==> config.mk <==
export PLATFORM = sky130hd
export DESIGN_NAME = ps2_keyboard_rx
export DESIGN_NICKNAME = d
export VERILOG_FILES = /design/src/rtl/ps2_keyboard_rx.sv
export SDC_FILE = /design/constraint.sdc
export NUM_CORES = 1
export LEC_CHECK = 0
export CORE_MARGIN = 8
export CORE_UTILIZATION = 35
export DETAILED_ROUTE_END_ITERATION = 12
export PLACE_DENSITY = 0.54
export SYNTH_ARGS = -nofsm -noshare
export SYNTH_HDL_FRONTEND = slang
export SYNTH_SLANG_ARGS = --single-unit
==> constraint.sdc <==
create_clock -name clk100MHz -period 2.24 [get_ports clk100MHz]
set_input_delay 0.448 -clock clk100MHz [delete_from_list [all_inputs] [get_ports clk100MHz]]
set_output_delay 0.448 -clock clk100MHz [all_outputs]
set_load 0.01 [all_outputs]
==> src/rtl/ps2_keyboard_rx.sv <==
// PS/2 keyboard receiver: sync + glitch filter, 11-bit frame capture, make/break/E0 decoder.
// Optional KEY_REPEAT_FILTER_EN suppresses newKeyStrobe on typematic repeats of the held key.
module ps2_keyboard_rx #(
    parameter int FILTER_LEN     = 8,
    parameter int TIMEOUT_CYCLES = 200000
) (
    input  logic       clk100MHz,
    input  logic       rst_n,
    input  logic       PS2Clk,
    input  logic       PS2Data,
    output logic [7:0] keycode,
    output logic       newKeyStrobe,
    output logic       extended,
    output logic       releasePulse,
    output logic       frameError
);

    localparam int TW = $clog2(TIMEOUT_CYCLES + 1);

    localparam logic [1:0] IDLE    = 2'd0;
    localparam logic [1:0] EXT     = 2'd1;
    localparam logic [1:0] BRK     = 2'd2;
    localparam logic [1:0] EXT_BRK = 2'd3;

    logic                  clk_s1, clk_s2, dat_s1, dat_s2;
    logic [FILTER_LEN-1:0] filt_sr;
    logic                  clk_f;
    logic                  fall_edge;
    logic [10:0]           frame;
    logic [3:0]            bit_cnt;
    logic                  frame_done;
    logic [TW-1:0]         to_cnt;
    logic                  to_hit;
    logic                  frame_ok;
    logic                  byte_vld;
    logic [7:0]            rx_byte;
    logic [1:0]            state, next_state;
    logic                  do_make, do_break, ext_flag, make_take, is_repeat;

    // Idle bus is high, so sync flops and filter come out of reset at 1.
    always_ff @(posedge clk100MHz or negedge rst_n) begin
        if (!rst_n) begin
            clk_s1 <= 1'b1;
            clk_s2 <= 1'b1;
            dat_s1 <= 1'b1;
            dat_s2 <= 1'b1;
        end else begin
            clk_s1 <= PS2Clk;
            clk_s2 <= clk_s1;
            dat_s1 <= PS2Data;
            dat_s2 <= dat_s1;
        end
    end

    always_ff @(posedge clk100MHz or negedge rst_n) begin
        if (!rst_n) begin
            filt_sr <= '1;
            clk_f   <= 1'b1;
        end else begin
            filt_sr <= {filt_sr[FILTER_LEN-2:0], clk_s2};
            if (filt_sr == '0)
                clk_f <= 1'b0;
            else if (&filt_sr)
                clk_f <= 1'b1;
        end
    end

    assign fall_edge = clk_f && (filt_sr == '0);
    assign to_hit    = (bit_cnt != 4'd0) && (to_cnt == TW'(TIMEOUT_CYCLES));

    always_ff @(posedge clk100MHz or negedge rst_n) begin
        if (!rst_n) begin
            frame      <= '0;
            bit_cnt    <= '0;
            frame_done <= 1'b0;
        end else begin
            frame_done <= 1'b0;
            if (fall_edge) begin
                frame <= {dat_s2, frame[10:1]};
                if (bit_cnt == 4'd10) begin
                    bit_cnt    <= '0;
                    frame_done <= 1'b1;
                end else begin
                    bit_cnt <= bit_cnt + 4'd1;
                end
            end else if (to_hit) begin
                bit_cnt <= '0;
            end
        end
    end

    always_ff @(posedge clk100MHz or negedge rst_n) begin
        if (!rst_n)
            to_cnt <= '0;
        else if (fall_edge || bit_cnt == 4'd0)
            to_cnt <= '0;
        else if (!to_hit)
            to_cnt <= to_cnt + TW'(1);
    end

    // Start low, stop high, odd parity over data plus parity bit.
    assign frame_ok = ~frame[0] & frame[10] & (^frame[9:1]);
    assign byte_vld = frame_done & frame_ok;
    assign rx_byte  = frame[8:1];

    always_comb begin
        next_state = state;
        do_make    = 1'b0;
        do_break   = 1'b0;
        ext_flag   = 1'b0;
        if (byte_vld) begin
            case (state)
                IDLE: begin
                    if (rx_byte == 8'hE0)      next_state = EXT;
                    else if (rx_byte == 8'hF0) next_state = BRK;
                    else                       do_make = 1'b1;
                end
                EXT: begin
                    if (rx_byte == 8'hF0)      next_state = EXT_BRK;
                    else if (rx_byte == 8'hE0) next_state = EXT;
                    else begin
                        do_make    = 1'b1;
                        ext_flag   = 1'b1;
                        next_state = IDLE;
                    end
                end
                BRK: begin
                    next_state = IDLE;
                    do_break   = (rx_byte != 8'hE0) && (rx_byte != 8'hF0);
                end
                default: begin
                    next_state = IDLE;
                    do_break   = (rx_byte != 8'hE0) && (rx_byte != 8'hF0);
                    ext_flag   = 1'b1;
                end
            endcase
        end else if (frame_done) begin
            next_state = IDLE;
        end
    end

    assign is_repeat = (rx_byte == keycode) && (ext_flag == extended) && (keycode != 8'h00);

`ifdef KEY_REPEAT_FILTER_EN
    assign make_take = do_make & ~is_repeat;
`else
    assign make_take = do_make;
`endif

    always_ff @(posedge clk100MHz or negedge rst_n) begin
        if (!rst_n) begin
            state        <= IDLE;
            keycode      <= 8'h00;
            extended     <= 1'b0;
            newKeyStrobe <= 1'b0;
            releasePulse <= 1'b0;
            frameError   <= 1'b0;
        end else begin
            state        <= next_state;
            newKeyStrobe <= 1'b0;
            releasePulse <= 1'b0;
            frameError   <= to_hit | (frame_done & ~frame_ok);
            if (make_take) begin
                keycode      <= rx_byte;
                extended     <= ext_flag;
                newKeyStrobe <= 1'b1;
            end else if (do_break && rx_byte == keycode && ext_flag == extended) begin
                keycode      <= 8'h00;
                extended     <= 1'b0;
                releasePulse <= 1'b1;
            end
        end
    end

endmodule

==> metrics.txt <==
outcome completed; final HPWL from detailed placement 4.08 mm; power density over the cells 591 nW/um^2; initial drt markers 65; I/O pins 16; number of rows in the core area 33; area of the die 11600 sq um; number of different library cells in the post-synthesis netlist 45; Post-Syn Area 2940 sq um; total number of vias 2153; Syn Nets 290; number of instances in the placed design 409; Final Routed Wirelength 6.14 mm; Post-synth EDFFs 0; clock slew at reported path FFs 0.08 ns; Rel. slew slack 0.642; smallest setup slack after layout 0.0482 ns; unrepaired setup endpoints after global routing true; startpoint kind of the worst setup timing path flop; total of flip-flops plus latches after synthesis 61; dominant register cell in the synthesized netlist sky130_fd_sc_hd__dfrtp_1; hold violation total from the final report 0; nature of the critical path endpoint flop; end of the worst register-to-register path keycode[4]$_DFFE_PN0P_; first-pass GRT wire length 10.5 mm; die extent in y 108 um; number of inserted diodes 0; Placer Congestion 0.803; count of nets left with antenna violations after detail routing 0; nets@finish 332; H-tree depth reported by CTS 3; Port Buffers 15; proportion of synthesized chip area in sequential cells 0.526; Syn. warnings 0; Worst-Skew Late Latency 0.34 ns; core utilization of the finished layout 0.440; synthesized instance count 276; placeable core area 8180 sq um; Synth async-reset ratio 1.00; fraction of final layout cells sized beyond drive strength 1 0.214; endpoint required time on the critical path 2.45 ns; total chip power 2.13 mW; post-layout min period 2.19 ns; FF-to-FF setup slack 0.05 ns; Initial Utilization 0.359; IR Drop Worst-Case VDD 0.000390 V; Max Transition Viols Final 0; first-pass detailed-route iteration total 4; clock tree from TritonCTS yes; kind of critical path reg2reg; most common cell after layout, fill and taps aside sky130_fd_sc_hd__dfrtp_1; Worst Max-Slew Pin Slew 0.531 ns; Cell Count, Final, Fillers Out 428; final clock skew 0.0111 ns; maximum root-to-sink buffer count 2; critical path peak fanout 5; average wire per standard cell 14.3 um; GRT Residual Overflow 0; global-route total usage across every layer 0.114; final worst path period share 0.979; via count of the first global-routing pass 2186; Setup crit start frame[6]$_DFFE_PN0P_; maximum number of pins on one net before global-route repair 62; Avg Cell Area, Syn 10.6 sq um; Die X 108 um; number of cells on the worst reg-to-reg path 7; worst r2r src frame[6]$_DFFE_PN0P_; Hold Path Class in2async; Critical Path AT 2.40 ns; number of maximum-capacitance constraint violations 0; P&R area growth vs syn 22.5%; number of clock buffers inserted by TritonCTS 9; total leakage power 1.50 nW; Residual DRC 0; final setup violating endpoints 0; master cell of the clock root buffer sky130_fd_sc_hd__clkbuf_8; number of sinks handled by clock tree synthesis 61; initial antenna violation count 0; placement-stage worst setup slack 0.0523 ns; commonest cells after routing, fill and taps aside sky130_fd_sc_hd__dfrtp_1, sky130_fd_sc_hd__nand2_1, sky130_fd_sc_hd__nor2_1, sky130_fd_sc_hd__nand3_1, sky130_fd_sc_hd__o21ai_0; maximum operating frequency 456 MHz; Avg Vias per Cell 5.03
==> synth_stat cells, types with 2 or more instances <==
library cell                n  area (sq um)
sky130_fd_sc_hd__ha_1      10           125
sky130_fd_sc_hd__nand2b_1   3          18.8
sky130_fd_sc_hd__buf_2      2          10.0
sky130_fd_sc_hd__o21ai_0   20           100
sky130_fd_sc_hd__xor2_1    14           123
sky130_fd_sc_hd__and4_1     3          26.3
sky130_fd_sc_hd__dfrtp_1   48          1200
sky130_fd_sc_hd__nand3_1   20           100
sky130_fd_sc_hd__or3_1      3          18.8
sky130_fd_sc_hd__nor4_1     6          37.5
sky130_fd_sc_hd__o22ai_1    2          12.5
sky130_fd_sc_hd__clkbuf_1   4          15.0
sky130_fd_sc_hd__xnor2_1    8          70.1
sky130_fd_sc_hd__mux2_2     6          67.6
sky130_fd_sc_hd__inv_1     15          56.3
sky130_fd_sc_hd__nor2_1    22          82.6
sky130_fd_sc_hd__nand4_1    7          43.8
sky130_fd_sc_hd__nand2_1   25          93.8
sky130_fd_sc_hd__nor3_1     6          30.0
sky130_fd_sc_hd__dfstp_2   13           342
sky130_fd_sc_hd__a21oi_1    7          35.0
sky130_fd_sc_hd__o211ai_1   9          67.6
==> stage by stage <==
stage	hold WS, ns	TNS [ns]	area [sq um]
6_report	0.112	0	3600
5_1_grt	0.127	-0.0519	3600
3_3_place_gp	0.346	0	3340
4_1_cts	0.111	0	3530
3_5_place_dp	0.347	0	3340
2_1_floorplan	0.152	0	2940
==> worst max-delay path by stage <==
stage | endpoint | cells after the start | slack (ns)
after CTS | keycode[4]$_DFFE_PN0P_ | 8 | 0.04
after global placement | releasePulse$_DFF_PN0_ | 8 | 0.13
final | keycode[4]$_DFFE_PN0P_ | 7 | 0.05
after global routing | keycode[4]$_DFFE_PN0P_ | 7 | -0.03
after floorplan | keycode[0]$_DFFE_PN0P_ | 7 | 0.14
after detailed placement | keycode[4]$_DFFE_PN0P_ | 8 | 0.05
==> per-layer routing <==
metal,GRT usage,vias to the layer above,part of all wire
met2,0.176,33,0.48
met3,0.0413,6,0.036
met1,0.142,1057,0.48
met4,0.0406,0,0.012
li1,-,1057,-
met5,0,-,0
==> critical path: stages (launching register included) <==
cell and delay [ns]:
sky130_fd_sc_hd__dfrtp_1 0.41, sky130_fd_sc_hd__ha_4 0.28, sky130_fd_sc_hd__xnor3_2 0.45, sky130_fd_sc_hd__xnor2_4 0.18
sky130_fd_sc_hd__o31a_1 0.34, sky130_fd_sc_hd__nor3_4 0.17, sky130_fd_sc_hd__buf_6 0.14, sky130_fd_sc_hd__o211ai_1 0.10
==> layout make-up <==
cell class / count / area, sq um
inverter: 16 / 60.1
clock inverter: 7 / 66.3
multi-input combinational: 193 / 1340
tap: 105 / 131
fill: 777 / 4580
sequential: 61 / 1540
timing repair buffer: 37 / 330
clock buffer: 9 / 124
==> sequential cells by signal, summed over array words and instances, names as in the netlist <==
name,flops
bit_cnt,4
releasePulse,1
keycode,8
dat_s1,1
frame_done,1
to_cnt,18
newKeyStrobe,1
frameError,1
extended,1
state,2
dat_s2,1
clk_f,1
frame,11
filt_sr,8
clk_s1,1
clk_s2,1
==> kinds of logic after synthesis <==
kind of cell	Yosys count	synth area share
xor gates and xnor gates	24	0.0789
AOI/OAI and AO/OA	46	0.102
adders and majority gates	10	0.0426
buffers and inverters	22	0.0290
DFF	61	0.526
muxes	7	0.0264
and+or+nand+nor	106	0.196
==> what timing repair did <==
item | in CTS | in global routing
setup buffers | 0 | 3
setup endpoints to repair | 0 | 9
hold buffers | 0 | 0
gates resized for setup | 0 | 7
==> where the power goes <==
group | total (mW) | internal [mW] | switching (mW) | leakage (nW)
logic | 0.0389 | 0.0113 | 0.0275 | 0.595
registers | 1.13 | 1.13 | 0.00864 | 0.807
clock network | 0.954 | 0.507 | 0.447 | 0.0987
total | 2.13 | 1.64 | 0.483 | 1.50
No activity file was read; power rests on OpenSTA's default activity.
